## config.mk

```make
export PLATFORM = sky130hd
export DESIGN_NAME = vga_fetch_scheduler_flat
export DESIGN_NICKNAME = d
export VERILOG_FILES = /design/src/rtl/vga_fetch_scheduler_if.sv /design/src/rtl/vga_fetch_scheduler.sv /design/src/flat_wrapper.sv
export SDC_FILE = /design/constraint.sdc
export NUM_CORES = 1
export LEC_CHECK = 0
export CORE_ASPECT_RATIO = 1.1
export CORE_MARGIN = 4
export CORE_UTILIZATION = 30
export CTS_BUF_LIST = sky130_fd_sc_hd__clkbuf_4 sky130_fd_sc_hd__clkbuf_8 sky130_fd_sc_hd__clkbuf_16
export DETAILED_ROUTE_END_ITERATION = 6
export PLACE_DENSITY_LB_ADDON = 0.08
export SLEW_MARGIN = 10
export SYNTH_ARGS = -nofsm -noshare
export SYNTH_HDL_FRONTEND = slang
export SYNTH_SLANG_ARGS = --single-unit
```

## constraint.sdc

```tcl
create_clock -name clk -period 2.8 [get_ports clk]
set_input_delay 0.42 -clock clk [delete_from_list [all_inputs] [get_ports clk]]
set_output_delay 0.42 -clock clk [all_outputs]
set_load 0.01 [all_outputs]
```

## src/rtl/vga_fetch_scheduler_if.sv

```systemverilog
// Host command/response and pixel-RAM bus of vga_fetch_scheduler.
// slave = the scheduler; master = the host plus RAM environment.
interface vga_fetch_scheduler_if #(
    parameter int ADDR_W = 19,
    parameter int DATA_W = 3
);
    logic              host_valid;
    logic              host_we;
    logic [ADDR_W-1:0] host_addr;
    logic [DATA_W-1:0] host_wdata;
    logic              host_ready;
    logic              host_rvalid;
    logic [DATA_W-1:0] host_rdata;
    logic              mem_en;
    logic              mem_we;
    logic [ADDR_W-1:0] mem_addr;
    logic [DATA_W-1:0] mem_wdata;
    logic [DATA_W-1:0] mem_rdata;

    modport slave (
        input  host_valid, host_we, host_addr, host_wdata, mem_rdata,
        output host_ready, host_rvalid, host_rdata, mem_en, mem_we, mem_addr, mem_wdata
    );
    modport master (
        output host_valid, host_we, host_addr, host_wdata, mem_rdata,
        input  host_ready, host_rvalid, host_rdata, mem_en, mem_we, mem_addr, mem_wdata
    );
endinterface

```

## src/rtl/vga_fetch_scheduler.sv

```systemverilog
// Pixel prefetch FIFO + single-port RAM arbiter shared between display and host.
// Optional VGA_SCHED_STATS_EN adds host_stall_cnt (saturating host stall cycles).
module vga_fetch_scheduler #(
    parameter int ADDR_W     = 19,
    parameter int DATA_W     = 3,
    parameter int H_SIZE     = 800,
    parameter int V_SIZE     = 600,
    parameter int FIFO_DEPTH = 16,
    parameter int LOW_WM     = 4
) (
    input  logic              clk,
    input  logic              reset,
    input  logic              frame_start,
    input  logic              pix_pop,
    output logic [DATA_W-1:0] pix_data,
    output logic              pix_underflow,
`ifdef VGA_SCHED_STATS_EN
    output logic [15:0]       host_stall_cnt,
`endif
    vga_fetch_scheduler_if.slave bus
);
    localparam int PTR_W = $clog2(FIFO_DEPTH);
    localparam int CNT_W = PTR_W + 1;
    localparam int CR_W  = CNT_W + 1;
    localparam logic [ADDR_W-1:0] LAST_ADDR = ADDR_W'(H_SIZE * V_SIZE - 1);

    typedef enum logic [1:0] {IDLE, FETCH, FRAME_DONE} state_t;
    state_t state, state_nxt;

    logic [ADDR_W-1:0] fetch_addr, fetch_addr_nxt;
    logic [DATA_W-1:0] fifo_mem [FIFO_DEPTH];
    logic [PTR_W-1:0]  wr_ptr, rd_ptr;
    logic [CNT_W-1:0]  fifo_cnt;
    logic              rd_vld_q, rd_disp_q;
    logic [DATA_W-1:0] rdata_q;
    logic [CR_W-1:0]   credit;
    logic              disp_fetch, host_gnt, push, pop, fifo_empty;

    assign fifo_empty = (fifo_cnt == '0);
    assign credit     = CR_W'(fifo_cnt) + CR_W'(rd_vld_q & rd_disp_q);

    // Arbitration: frame_start > urgent display > host > opportunistic display.
    always_comb begin
        disp_fetch = 1'b0;
        host_gnt   = 1'b0;
        if (frame_start)
            host_gnt = bus.host_valid;
        else if (state == FETCH && credit < CR_W'(LOW_WM))
            disp_fetch = 1'b1;
        else if (bus.host_valid)
            host_gnt = 1'b1;
        else if (state == FETCH && credit < CR_W'(FIFO_DEPTH))
            disp_fetch = 1'b1;
        if (!reset) begin
            disp_fetch = 1'b0;
            host_gnt   = 1'b0;
        end
    end

    assign bus.host_ready = host_gnt;
    assign bus.mem_en     = host_gnt | disp_fetch;
    assign bus.mem_we     = host_gnt & bus.host_we;
    assign bus.mem_addr   = host_gnt ? bus.host_addr : fetch_addr;
    assign bus.mem_wdata  = bus.host_wdata;

    always_comb begin
        state_nxt      = state;
        fetch_addr_nxt = fetch_addr;
        if (frame_start) begin
            state_nxt      = FETCH;
            fetch_addr_nxt = '0;
        end else if (disp_fetch) begin
            if (fetch_addr == LAST_ADDR) begin
                state_nxt      = FRAME_DONE;
                fetch_addr_nxt = '0;
            end else begin
                fetch_addr_nxt = fetch_addr + 1'b1;
            end
        end
    end

    always_ff @(posedge clk) begin
        if (!reset) begin
            state      <= IDLE;
            fetch_addr <= '0;
        end else begin
            state      <= state_nxt;
            fetch_addr <= fetch_addr_nxt;
        end
    end

    // Tag pipe: one read in flight at most, tagged display vs host.
    always_ff @(posedge clk) begin
        if (!reset) begin
            rd_vld_q  <= 1'b0;
            rd_disp_q <= 1'b0;
            rdata_q   <= '0;
        end else begin
            rd_vld_q  <= bus.mem_en & ~bus.mem_we;
            rd_disp_q <= disp_fetch;
            if (bus.host_rvalid)
                rdata_q <= bus.mem_rdata;
        end
    end

    assign bus.host_rvalid = rd_vld_q & ~rd_disp_q;
    assign bus.host_rdata  = bus.host_rvalid ? bus.mem_rdata : rdata_q;

    // A display return landing on frame_start belongs to the old frame.
    assign push = rd_vld_q & rd_disp_q & ~frame_start;
    assign pop  = pix_pop & ~fifo_empty;

    always_ff @(posedge clk) begin
        if (!reset || frame_start) begin
            wr_ptr   <= '0;
            rd_ptr   <= '0;
            fifo_cnt <= '0;
        end else begin
            if (push) wr_ptr <= wr_ptr + 1'b1;
            if (pop)  rd_ptr <= rd_ptr + 1'b1;
            fifo_cnt <= fifo_cnt + CNT_W'(push) - CNT_W'(pop);
        end
    end

    always_ff @(posedge clk) begin
        if (push)
            fifo_mem[wr_ptr] <= bus.mem_rdata;
    end

    always_ff @(posedge clk) begin
        if (!reset)
            pix_underflow <= 1'b0;
        else if (pix_pop && fifo_empty)
            pix_underflow <= 1'b1;
    end

    assign pix_data = (reset && !fifo_empty) ? fifo_mem[rd_ptr] : '0;

    a_no_overflow: assert property (@(posedge clk) disable iff (!reset)
        push |-> fifo_cnt != CNT_W'(FIFO_DEPTH));

`ifdef VGA_SCHED_STATS_EN
    always_ff @(posedge clk) begin
        if (!reset || frame_start)
            host_stall_cnt <= '0;
        else if (bus.host_valid && !host_gnt && host_stall_cnt != 16'hFFFF)
            host_stall_cnt <= host_stall_cnt + 1'b1;
    end
`endif
endmodule
```

## src/flat_wrapper.sv

```systemverilog
// flat-port wrapper written by rule: the top's interface ports become plain ports
module vga_fetch_scheduler_flat 
#(
    parameter int ADDR_W     = 19,
    parameter int DATA_W     = 3,
    parameter int H_SIZE     = 800,
    parameter int V_SIZE     = 600,
    parameter int FIFO_DEPTH = 16,
    parameter int LOW_WM     = 4
)
  (clk, reset, frame_start, pix_pop, pix_data, pix_underflow, bus_host_valid, bus_host_we, bus_host_addr, bus_host_wdata, bus_mem_rdata, bus_host_ready, bus_host_rvalid, bus_host_rdata, bus_mem_en, bus_mem_we, bus_mem_addr, bus_mem_wdata);
  vga_fetch_scheduler_if #(.ADDR_W(ADDR_W), .DATA_W(DATA_W)) bus_i ();
  input  logic clk;
  input  logic reset;
  input  logic frame_start;
  input  logic pix_pop;
  output logic [DATA_W-1:0] pix_data;
  output logic pix_underflow;
  input wire logic [$bits(bus_i.host_valid)-1:0] bus_host_valid;
  input wire logic [$bits(bus_i.host_we)-1:0] bus_host_we;
  input wire logic [$bits(bus_i.host_addr)-1:0] bus_host_addr;
  input wire logic [$bits(bus_i.host_wdata)-1:0] bus_host_wdata;
  input wire logic [$bits(bus_i.mem_rdata)-1:0] bus_mem_rdata;
  output wire logic [$bits(bus_i.host_ready)-1:0] bus_host_ready;
  output wire logic [$bits(bus_i.host_rvalid)-1:0] bus_host_rvalid;
  output wire logic [$bits(bus_i.host_rdata)-1:0] bus_host_rdata;
  output wire logic [$bits(bus_i.mem_en)-1:0] bus_mem_en;
  output wire logic [$bits(bus_i.mem_we)-1:0] bus_mem_we;
  output wire logic [$bits(bus_i.mem_addr)-1:0] bus_mem_addr;
  output wire logic [$bits(bus_i.mem_wdata)-1:0] bus_mem_wdata;
  assign bus_i.host_valid = bus_host_valid;
  assign bus_i.host_we = bus_host_we;
  assign bus_i.host_addr = bus_host_addr;
  assign bus_i.host_wdata = bus_host_wdata;
  assign bus_i.mem_rdata = bus_mem_rdata;
  assign bus_host_ready = bus_i.host_ready;
  assign bus_host_rvalid = bus_i.host_rvalid;
  assign bus_host_rdata = bus_i.host_rdata;
  assign bus_mem_en = bus_i.mem_en;
  assign bus_mem_we = bus_i.mem_we;
  assign bus_mem_addr = bus_i.mem_addr;
  assign bus_mem_wdata = bus_i.mem_wdata;
  vga_fetch_scheduler #(.ADDR_W(ADDR_W), .DATA_W(DATA_W), .H_SIZE(H_SIZE), .V_SIZE(V_SIZE), .FIFO_DEPTH(FIFO_DEPTH), .LOW_WM(LOW_WM)) u_core (.clk(clk), .reset(reset), .frame_start(frame_start), .pix_pop(pix_pop), .pix_data(pix_data), .pix_underflow(pix_underflow), .bus(bus_i));
endmodule
```

* Word-level counts from Yosys, hierarchy flattened *
Memories as Yosys holds them, arrays and structs flattened. A register that Yosys moved wholly into a read port is not among the register bits.
Cells that the tools add are included.
Widths: inputs -> output; s select.

word-level totals
  word-level logic and storage cells = 67
  memories kept = 1
  input bits = 31
  bits in writable memories = 48
  register bits after elaboration = 40
  output and inout port bits = 33

memory list
  name             depth  width  read ports  clocked after memory_dff  wr ports  line                       RTL
  u_core.fifo_mem  16     3      1           1                         1         vga_fetch_scheduler.sv:31  logic [DATA_W-1:0] fifo_mem [FIFO_DEPTH];

cells by class
  reductions and logical operators = 13
  equal/unequal tests = 2
  magnitude comparators = 2
  $add $sub $neg = 6
  mux-type cells = 20
  bitwise logic cells = 13

operators with widths
  operator               count
  $mux 19                2
  $add 19x1->19 const B  1
  $eq 19x19->1 const B   1
  $mux 1                 14
  $add 4x1->4 const B    2
  $mux 4                 2
  $and 1x1->1            7
  $add 5x6->6            1
  $lt 6x3->1 const B     1
  $lt 6x5->1 const B     1
  $mux 3                 2
  $add 5x1->5            1
  $logic_not 5->1        1
  $not 1->1              5
  $sub 5x1->5            1
  $logic_and 1x1->1      4
  $reduce_and 2->1       2
  $reduce_bool 2->1      2
  $eq 2x1->1 const B     1
  $logic_not 1->1        2
  $reduce_or 2->1        1
  $logic_or 1x1->1       1
  $or 1x1->1             1

* Depth between registers and ports, before layout *
Gate-level depths: netlist (run 1).

  depth after elaboration = 11
  depth in mapped cells = 14
  depth with buffers taken out = 13

* Least setup slack after synthesis (run 1) *
No wires, ideal clock.

  path kind = register to register
  start point = register u_core.fifo_cnt[2]
  end point = register u_core.fifo_cnt[4]
  path slack = 0.148 ns
  arrival = 2.525 ns
  required time = 2.672 ns
  setup time = 0.128 ns
  period minus slack after synthesis = 2.652 ns
  path buffers = 1
  cell stages (with the launch flop) = 15
  cells stage by stage = dfxtp_1 inv_1 ha_1 nor4b_1 nor2b_1 clkbuf_1 ha_1 inv_1 ha_1 fa_1 a21oi_1 nor2_1 nor2_1 xnor2_1 nor2_1

between the ends
  cells in the longest elaborated chain, start to end = 4
  elaborated cells between the ends (all ways) = 5
  those cells by class = add/sub (2); bitwise (2); reduce/logical (1)

RTL lines
  what                      line                        RTL
  start: declaration        vga_fetch_scheduler.sv:33   logic [CNT_W-1:0] fifo_cnt;
  start signal: assignment  vga_fetch_scheduler.sv:121  fifo_cnt <= fifo_cnt + CNT_W'(push) - CNT_W'(pop);
  $logic_not 5->1           vga_fetch_scheduler.sv:39   assign fifo_empty = (fifo_cnt == '0);
  $not 1->1                 vga_fetch_scheduler.sv:111  assign pop = pix_pop & ~fifo_empty;
  $and 1x1->1               vga_fetch_scheduler.sv:111
  via u_core.pop            vga_fetch_scheduler.sv:37   logic disp_fetch, host_gnt, push, pop, fifo_empty;
  $sub 5x1->5               vga_fetch_scheduler.sv:121

The timed path passes the listed nets, and every way through them passes these cells.
A chain may end at the register's enable or synchronous reset.

* Worst setup path in the final report (run 1) *
  start point = register u_core.fifo_cnt[2]
  end point = output bus_mem_addr[6]

between the ends
  cells in the longest elaborated chain, start to end = 7

RTL lines
  what               line                       RTL
  $add 5x6->6        vga_fetch_scheduler.sv:40  assign credit = CR_W'(fifo_cnt) + CR_W'(rd_vld_q & rd_disp_q);
  $lt 6x3->1         vga_fetch_scheduler.sv:48  else if (state == FETCH && credit < CR_W'(LOW_WM))
  $logic_and 1x1->1  vga_fetch_scheduler.sv:48
  $mux 1             vga_fetch_scheduler.sv:48
  $mux 1             vga_fetch_scheduler.sv:46  if (frame_start)
  $mux 1             vga_fetch_scheduler.sv:54  if (!reset) begin
  $mux 19            vga_fetch_scheduler.sv:63  assign bus.mem_addr = host_gnt ? bus.host_addr : fetch_addr;
  end: declaration   flat_wrapper.sv:29         output wire logic [$bits(bus_i.mem_addr)-1:0] bus_mem_addr;

No other way between the ends.

==> run_results.csv, run 1 <==
group,metric,value,unit
placed_design,numPortBuffers,57,
worst_setup_path,reg2reg_from,"u_core.fifo_cnt[2]",
cts,clk_pin_slew,0.07,ns
synthesis,synthArstFlopShare,0,%
job,max_cap_viol_count,0,
sta,fin_skew,0.00532,ns
synthesis,ys_warn_count,0,
pwr,leakage,2.17,nW
sta,setup_ws,-0.0444,ns
placed_design,place_hpwl,8.50,mm
worst_setup_path,crit_family,"compound AO/OA/AOI/OAI gates",
routing,drc_errors,0,
worst_setup_path,endpoint,"bus_mem_addr[6]",
sta,rsz0062_at_grt,"yes",
worst_setup_path,cp_common_cell,"buf_6",
worst_setup_path,arrival,2.42,ns
synthesis,syn_inst,377,
status,violations,"setup timing",
final_layout,nFillCells,1481,
global_routing,grt_pass1_wl,19.5,mm
floorplanning,initial_utilization,30.7,%
worst_setup_path,critPathKind,"flop to primary output",
sta,hold_viol,0,
final_layout,drive_gt1_share,30.4,%
worst_setup_path,path_depth,9,
cts,cts_made_buffers,9,
placed_design,placed_area,0.00554,mm2
placed_design,routabilityCongestion,0.844,
floorplanning,die_y,138,um
floorplanning,die_width,126,um
pwr,p_per_area,636,mW/mm2
sta,report.final.slew_viol_count,0,
worst_setup_path,r2r_cells,14,
synthesis,synth_seq_cells,92,
worst_setup_path,reg2reg_setup_slack,0.21,ns
final_layout,insertedDiodeCount,0,
worst_setup_path,cp_slowest_cell,"dfxtp_4",
routing,drt-initial-drc-count,167,
sta,period_share,102,%
global_routing,track_usage,14.4,%
final_layout,utilization,40.8,%
sta,setup_viol,14,
worst_setup_path,timing.rr.end,"u_core.fifo_cnt[4]",
routing,firstDrtPassIters,4,
global_routing,antenna_found_initial,0,
pwr,irDropWorstVdd,0.000261,V
placed_design,dpl_worst_slack,-0.120,ns
floorplanning,core-area,0.0151,mm2
synthesis,postSynth.topFlopCell,"edfxtp_1",
worst_setup_path,startpoint,"u_core.fifo_cnt[2]",
worst_setup_path,path_cells,"ha_4 -> xor2_2 -> o31ai_4 -> a21oi_4 -> buf_12 -> o311a_4 -> buf_6 -> mux2_4 -> buf_6",
synthesis,yosysSeqAreaShare,50.3,%
cts,cts-htree-levels,3,
worst_setup_path,path_max_fanout,5,
worst_setup_path,cp_data_required_time,2.38,ns
final_layout,postLayoutCellArea,0.00615,mm2
sta,timing.final.crit_period,2.84,ns
synthesis,yosysUniqueCellTypes,56,
sta,tightest_slew,0.566,ns
worst_setup_path,cp.buffers_inverters,3,
synthesis,syn_nets,424,
cts,cts_sinks,92,
routing,drt-wirelength-per-cell,18.5,um
global_routing,grt_overflow,0,
routing,vias,3317,
status,run_status,"finished with violations",
cts,cts_tree,"yes",
floorplanning,ioPinCount,64,
floorplanning,row_count,47,
cts,clock_tree.buffer_depth,2,
sta,max_slew_margin,62.0,%
synthesis,synthesis.area,0.00462,mm2
global_routing,grt_start_max_net_pins,28,
synthesis,synth_enable_flop_cells,48,
sta,fmax,352,MHz
final_layout,fin_nets,512,
global_routing,first_global_vias,3436,
hold_path,hold_class,"flop to flop",
synthesis,syn_avg_cell_area,12.2,um2
cts,cts_root_buffer,"clkbuf_16",
floorplanning,dieArea,0.0174,mm2
worst_setup_path,startpoint_type,"flop",
routing,vias_per_cell,4.98,
routing,routed_wl,12.3,mm
routing,ant_nets,0,
final_layout,syn2layout_area_growth,33.1,%
cts,insertion_delay,0.35,ns
worst_setup_path,end_kind,"primary output",
worst_setup_path,cpPeakStageDelay,0.36,ns
## placed cells by master, fill, tap and decap left out, types with 4 or more instances in the layout
master	netlist	layout
dfxtp_1	44	39
a21oi_1	17	16
clkdlybuf4s50_1	0	32
or4_1	10	10
xor2_1	5	4
xnor2_1	5	5
nand2b_1	7	7
nand3_1	12	12
mux4_2	15	15
clkbuf_16	0	10
buf_6	2	26
edfxtp_1	48	48
inv_1	15	14
buf_4	5	26
nor2_1	30	29
ha_1	15	12
and3_1	5	5
mux2_4	16	16
nor3_1	4	4
nand4_1	9	9
o21ai_0	8	8
and2_1	9	9
nand2_1	17	16
nor2b_1	7	7
mux2_2	6	6
o31ai_1	14	14
## flip-flops by register name, summed over array words and instances, names as in the netlist, named ones only
register	cells
u_core.rdata_q	3
u_core.wr_ptr	4
u_core.pix_underflow	1
u_core.rd_ptr	4
u_core.state	2
u_core.fifo_mem	48
u_core.rd_disp_q	1
u_core.fifo_cnt	5
u_core.rd_vld_q	1
u_core.fetch_addr	19
## tightest hold or removal path, delay by kind of cell, from the launching register on
kind,cells,cell delay [ns]
and+or+nand+nor,1,0.09
AOI/OAI and AO/OA,1,0.04
DFF,1,0.33
## how the worst min path moves through the flow
stage | start | endpoint | slack [ns] | cells past startpoint
finish | u_core.pix_underflow | u_core.pix_underflow | 0.50 | 2
global route | u_core.state[1] | u_core.state[1] | 0.53 | 2
CTS | u_core.state[1] | u_core.state[1] | 0.50 | 2
detailed placement | u_core.pix_underflow | u_core.pix_underflow | 0.49 | 2
global placement | u_core.pix_underflow | u_core.pix_underflow | 0.48 | 2
floorplan | u_core.state[1] | u_core.state[1] | 0.44 | 2
## kinds of logic (layout without fill, tap and decap cells)
| kind of cell | Yosys count | after routing | share of synthesized area (%) |
|---|---|---|---|
| and+or+nand+nor | 126 | 126 | 15.4 |
| DFF | 92 | 92 | 50.3 |
| AOI/OAI and AO/OA | 58 | 59 | 9.54 |
| muxes | 40 | 40 | 14.6 |
| buffers and inverters | 35 | 127 | 3.71 |
| adders and majority gates | 16 | 16 | 4.50 |
| xor gates and xnor gates | 10 | 10 | 1.90 |
## where the power goes
part / total (mW) / internal, mW / switching [mW]
registers: 1.52 / 1.47 / 0.0521
logic: 1.15 / 0.621 / 0.525
clock network: 1.25 / 0.697 / 0.550
## synth_stat cells (5+ instances only)
cell       n  area (um2)
nand4_1    9        56.3
xor2_1     5        43.8
nor2_1    30         113
or4_1     10        75.1
xnor2_1    5        43.8
edfxtp_1  48        1440
mux4_2    15         338
dfxtp_1   44         881
nand2_1   17        63.8
nand2b_1   7        43.8
a21oi_1   17        85.1
and3_1     5        31.3
mux2_4    16         240
o31ai_1   14         105
inv_1     15        56.3
buf_4      5        37.5
nor2b_1    7        43.8
and2_1     9        56.3
o21ai_0    8        40.0
mux2_2     6        67.6
clkbuf_1   7        26.3
ha_1      15         188
nand3_1   12        60.1
## metal layers
layer / track usage [%] / share of wire [%] / wire length (um)
met1: 17.2 / 42 / 5200
met2: 25.6 / 52 / 6370
met3: 2.62 / 3.8 / 473
met4: 5.76 / 2.2 / 272
met5: 0 / 0 / 0
## area by class of cell
| class | count | area [um2] | area share, % |
|---|---|---|---|
| Clock buffer | 9 | 225 | 3.66 |
| Clock inverter | 7 | 73.8 | 1.20 |
| Inverter | 16 | 60.1 | 0.977 |
| Multi-Input combinational cell | 251 | 2240 | 36.4 |
| Sequential cell | 92 | 2340 | 38.0 |
| Tap cell | 196 | 245 | 3.99 |
| Timing Repair Buffer | 95 | 970 | 15.8 |
## repair_timing
action	4_1_cts	5_1_grt
gates cloned	2	1
setup endpoints to repair	26	22
pin swaps	6	2
buffers inserted	8	1
hold buffers	0	0
gates resized for setup	132	13
## per-stage QoR
| stage | instances | power (mW) | TNS [ns] | hold WS, ns |
|---|---|---|---|---|
| after floorplan | 377 | 2.12 | 0 | 0.439 |
| after global placement | 638 | 2.48 | -1.53 | 0.477 |
| after detailed placement | 638 | 2.49 | -1.93 | 0.487 |
| after CTS | 664 | 3.92 | -0.472 | 0.498 |
| after global routing | 666 | 4.10 | -1.39 | 0.532 |
| final | 666 | 3.91 | -0.297 | 0.496 |
Power figures use the tool's default switching activity.
==> run 2, diff against run 1 <==
--- a/config.mk
+++ b/config.mk
@@ -7,7 +7,7 @@
 export LEC_CHECK = 0
 export CORE_ASPECT_RATIO = 1.1
 export CORE_MARGIN = 4
-export CORE_UTILIZATION = 30
+export CORE_UTILIZATION = 50
 export CTS_BUF_LIST = sky130_fd_sc_hd__clkbuf_4 sky130_fd_sc_hd__clkbuf_8 sky130_fd_sc_hd__clkbuf_16
 export DETAILED_ROUTE_END_ITERATION = 6
 export PLACE_DENSITY_LB_ADDON = 0.08
==> run 2 against run 1 <==
Against the previous run: the flow still finishes with violations (setup timing); critical path depth decreased by 1; sequential share of layout area increased by 0.60 points; via count increased by 5.4%; total power decreased by 9.7%; die area decreased by 38%; sequential cell count unchanged; highest routed layer unchanged.
==> run_results.csv, run 2 (synthesized netlist as in run 1, its figures left out) <==
group,metric,value,unit
pwr,leakage,2.19,nW
sta,timing.final.crit_period,2.85,ns
routing,vias,3496,
sta,setup_ws,-0.0477,ns
pwr,p_per_area,584,mW/mm2
worst_setup_path,reg2reg_from,"u_core.fifo_cnt[3]",
worst_setup_path,end_kind,"primary output",
worst_setup_path,path_cells,"ha_4 -> a21bo_4 -> nor4_4 -> nor2_4 -> o311a_4 -> buf_4 -> mux2_4 -> buf_6",
cts,insertion_delay,0.36,ns
pwr,clkPwrFrac,25.0,%
worst_setup_path,startpoint_type,"flop",
sta,fmax,351,MHz
worst_setup_path,cp.buffers_inverters,2,
routing,drc_errors,0,
floorplanning,dieArea,0.0108,mm2
routing,vias_per_cell,5.80,
sta,rsz0062_at_grt,"yes",
cts,cts-htree-levels,3,
final_layout,largest_reg_flops,48,
final_layout,utilization,67.8,%
cts,clock_tree.buffer_depth,2,
sta,report.final.slew_viol_count,0,
cts,clk_pin_slew,0.10,ns
sta,setup_viol,17,
placed_design,numPortBuffers,57,
floorplanning,ioPinCount,64,
sta,tightest_slew,0.554,ns
status,run_status,"finished with violations",
final_layout,regMostFlops,"u_core.fifo_mem",
sta,fin_hold_ws,0.497,ns
final_layout,stdcell_count,603,
final_layout,layout_common_cells,"48 x edfxtp_1, 39 x buf_4, 38 x dfxtp_1",
placed_design,dpl_worst_slack,-0.107,ns
pwr,p_comb_share,32.5,%
worst_setup_path,cpPeakStageDelay,0.42,ns
sta,fin_skew,0.0120,ns
worst_setup_path,path_max_fanout,6,
worst_setup_path,crit_family,"compound AO/OA/AOI/OAI gates",
worst_setup_path,startpoint,"u_core.fifo_cnt[2]",
final_layout,syn2layout_area_growth,31.0,%
pwr,power.internal,2.46,mW
pwr,p_sw,1.07,mW
hold_path,hold_class,"flop to flop",
floorplanning,row_count,36,
placed_design,place_hpwl,7.67,mm
final_layout,nFillCells,665,
global_routing,antenna_found_initial,0,
final_layout,drive_gt1_share,33.9,%
floorplanning,die_y,109,um
routing,routed_wl,11.1,mm
worst_setup_path,critPathKind,"flop to primary output",
routing,firstDrtPassIters,4,
floorplanning,die_width,99.6,um
final_layout,postLayoutCellArea,0.00605,mm2
pwr,irDropWorstVdd,0.000257,V
sta,hold_viol,0,
final_layout,insertedDiodeCount,0,
cts,cts_sinks,92,
global_routing,first_global_vias,3539,
global_routing,track_usage,21.5,%
sta,max_slew_margin,62.8,%
worst_setup_path,cp_slowest_cell,"o311a_4",
global_routing,grt_start_max_net_pins,21,
floorplanning,core-area,0.00892,mm2
job,max_cap_viol_count,0,
pwr,swShare,30.2,%
sta,tns,-0.472,ns
global_routing,grt_pass1_wl,17.9,mm
cts,cts_tree,"yes",
worst_setup_path,cp_data_required_time,2.38,ns
pwr,p_total,3.53,mW
worst_setup_path,arrival,2.43,ns
hold_path,min_from,"u_core.state[1]",
cts,cts_root_buffer,"clkbuf_8",
status,violations,"setup timing",
global_routing,grt_overflow,0,
routing,drt-initial-drc-count,115,
routing,ant_nets,0,
pwr,seqPwrFrac,42.5,%
placed_design,placed_area,0.00543,mm2
floorplanning,initial_utilization,51.8,%
final_layout,layout_commonest_cell,"edfxtp_1",
final_layout,regArea,0.00233,mm2
routing,drt-wirelength-per-cell,18.4,um
placed_design,place_inst,556,
cts,cts_made_buffers,9,
final_layout,multiInputGateArea,0.00227,mm2
final_layout,fin_nets,531,
final_layout,top_regs,"u_core.fifo_mem (48), u_core.fetch_addr (19), u_core.fifo_cnt (5)",
sta,period_share,102,%
placed_design,routabilityCongestion,0.805,
==> run 2: cell count changes in the layout (fill, tap and decap cells not counted), sizes merged <==
cell / previous run / this run
bufbuf: 1 / 0
clkinv: 3 / 1
bufinv: 1 / 0
inv: 18 / 19
clkdlybuf4s15: 2 / 1
o311a: 2 / 4
buf: 57 / 74
clkbuf: 11 / 15
==> run 2: final cells by class <==
type,instances,area share [%]
clock buffers,11,2.59
clock inverters,5,0.662
inverters,16,0.993
multi-input cells,253,37.6
flip-flops and latches,92,38.6
well taps,114,2.36
repair buffers,112,17.2
==> run 2: what timing repair did <==
action,4_1_cts,5_1_grt
pin swaps,8,5
hold buffers,0,0
gates resized for setup,131,20
setup endpoints to repair,25,24
gates cloned,3,0
buffers inserted,20,8
endpoints found under the hold margin,0,0
==> run 2: power by group through the flow <==
stage          combinational (mW)  clock [mW]  sequential [mW]
2_1_floorplan               0.592           0             1.52
5_1_grt                      1.26       0.961             1.51
3_5_place_dp                0.972           0             1.52
3_3_place_gp                0.963           0             1.52
4_1_cts                      1.09       0.890             1.50
6_report                     1.15       0.883             1.50
==> run 2: final timing paths <==
path | end | slack, ns | cells after the start
worst max-delay path | bus_mem_addr[14] | -0.05 | 8
worst min-delay path | u_core.state[1] | 0.50 | 2
worst max register to register | u_core.fifo_cnt[4] | 0.17 | 15
worst min register to register | u_core.state[1] | 0.50 | 2
==> run 2: tightest hold or removal path: cells and delay by family (launching register included) <==
kind / cells / cell delay (ns)
compound gates: 1 / 0.06
flops: 1 / 0.34
simple gates: 1 / 0.05
==> run 2: per-layer routing <==
| layer | GRT usage (%) | wire length, um | vias to the layer above |
|---|---|---|---|
| met5 | 0 | 0 | - |
| met2 | 37.7 | 5700 | 112 |
| met3 | 4.73 | 514 | 29 |
| li1 | - | - | 1646 |
| met1 | 24.7 | 4440 | 1709 |
| met4 | 10.7 | 422 | 0 |
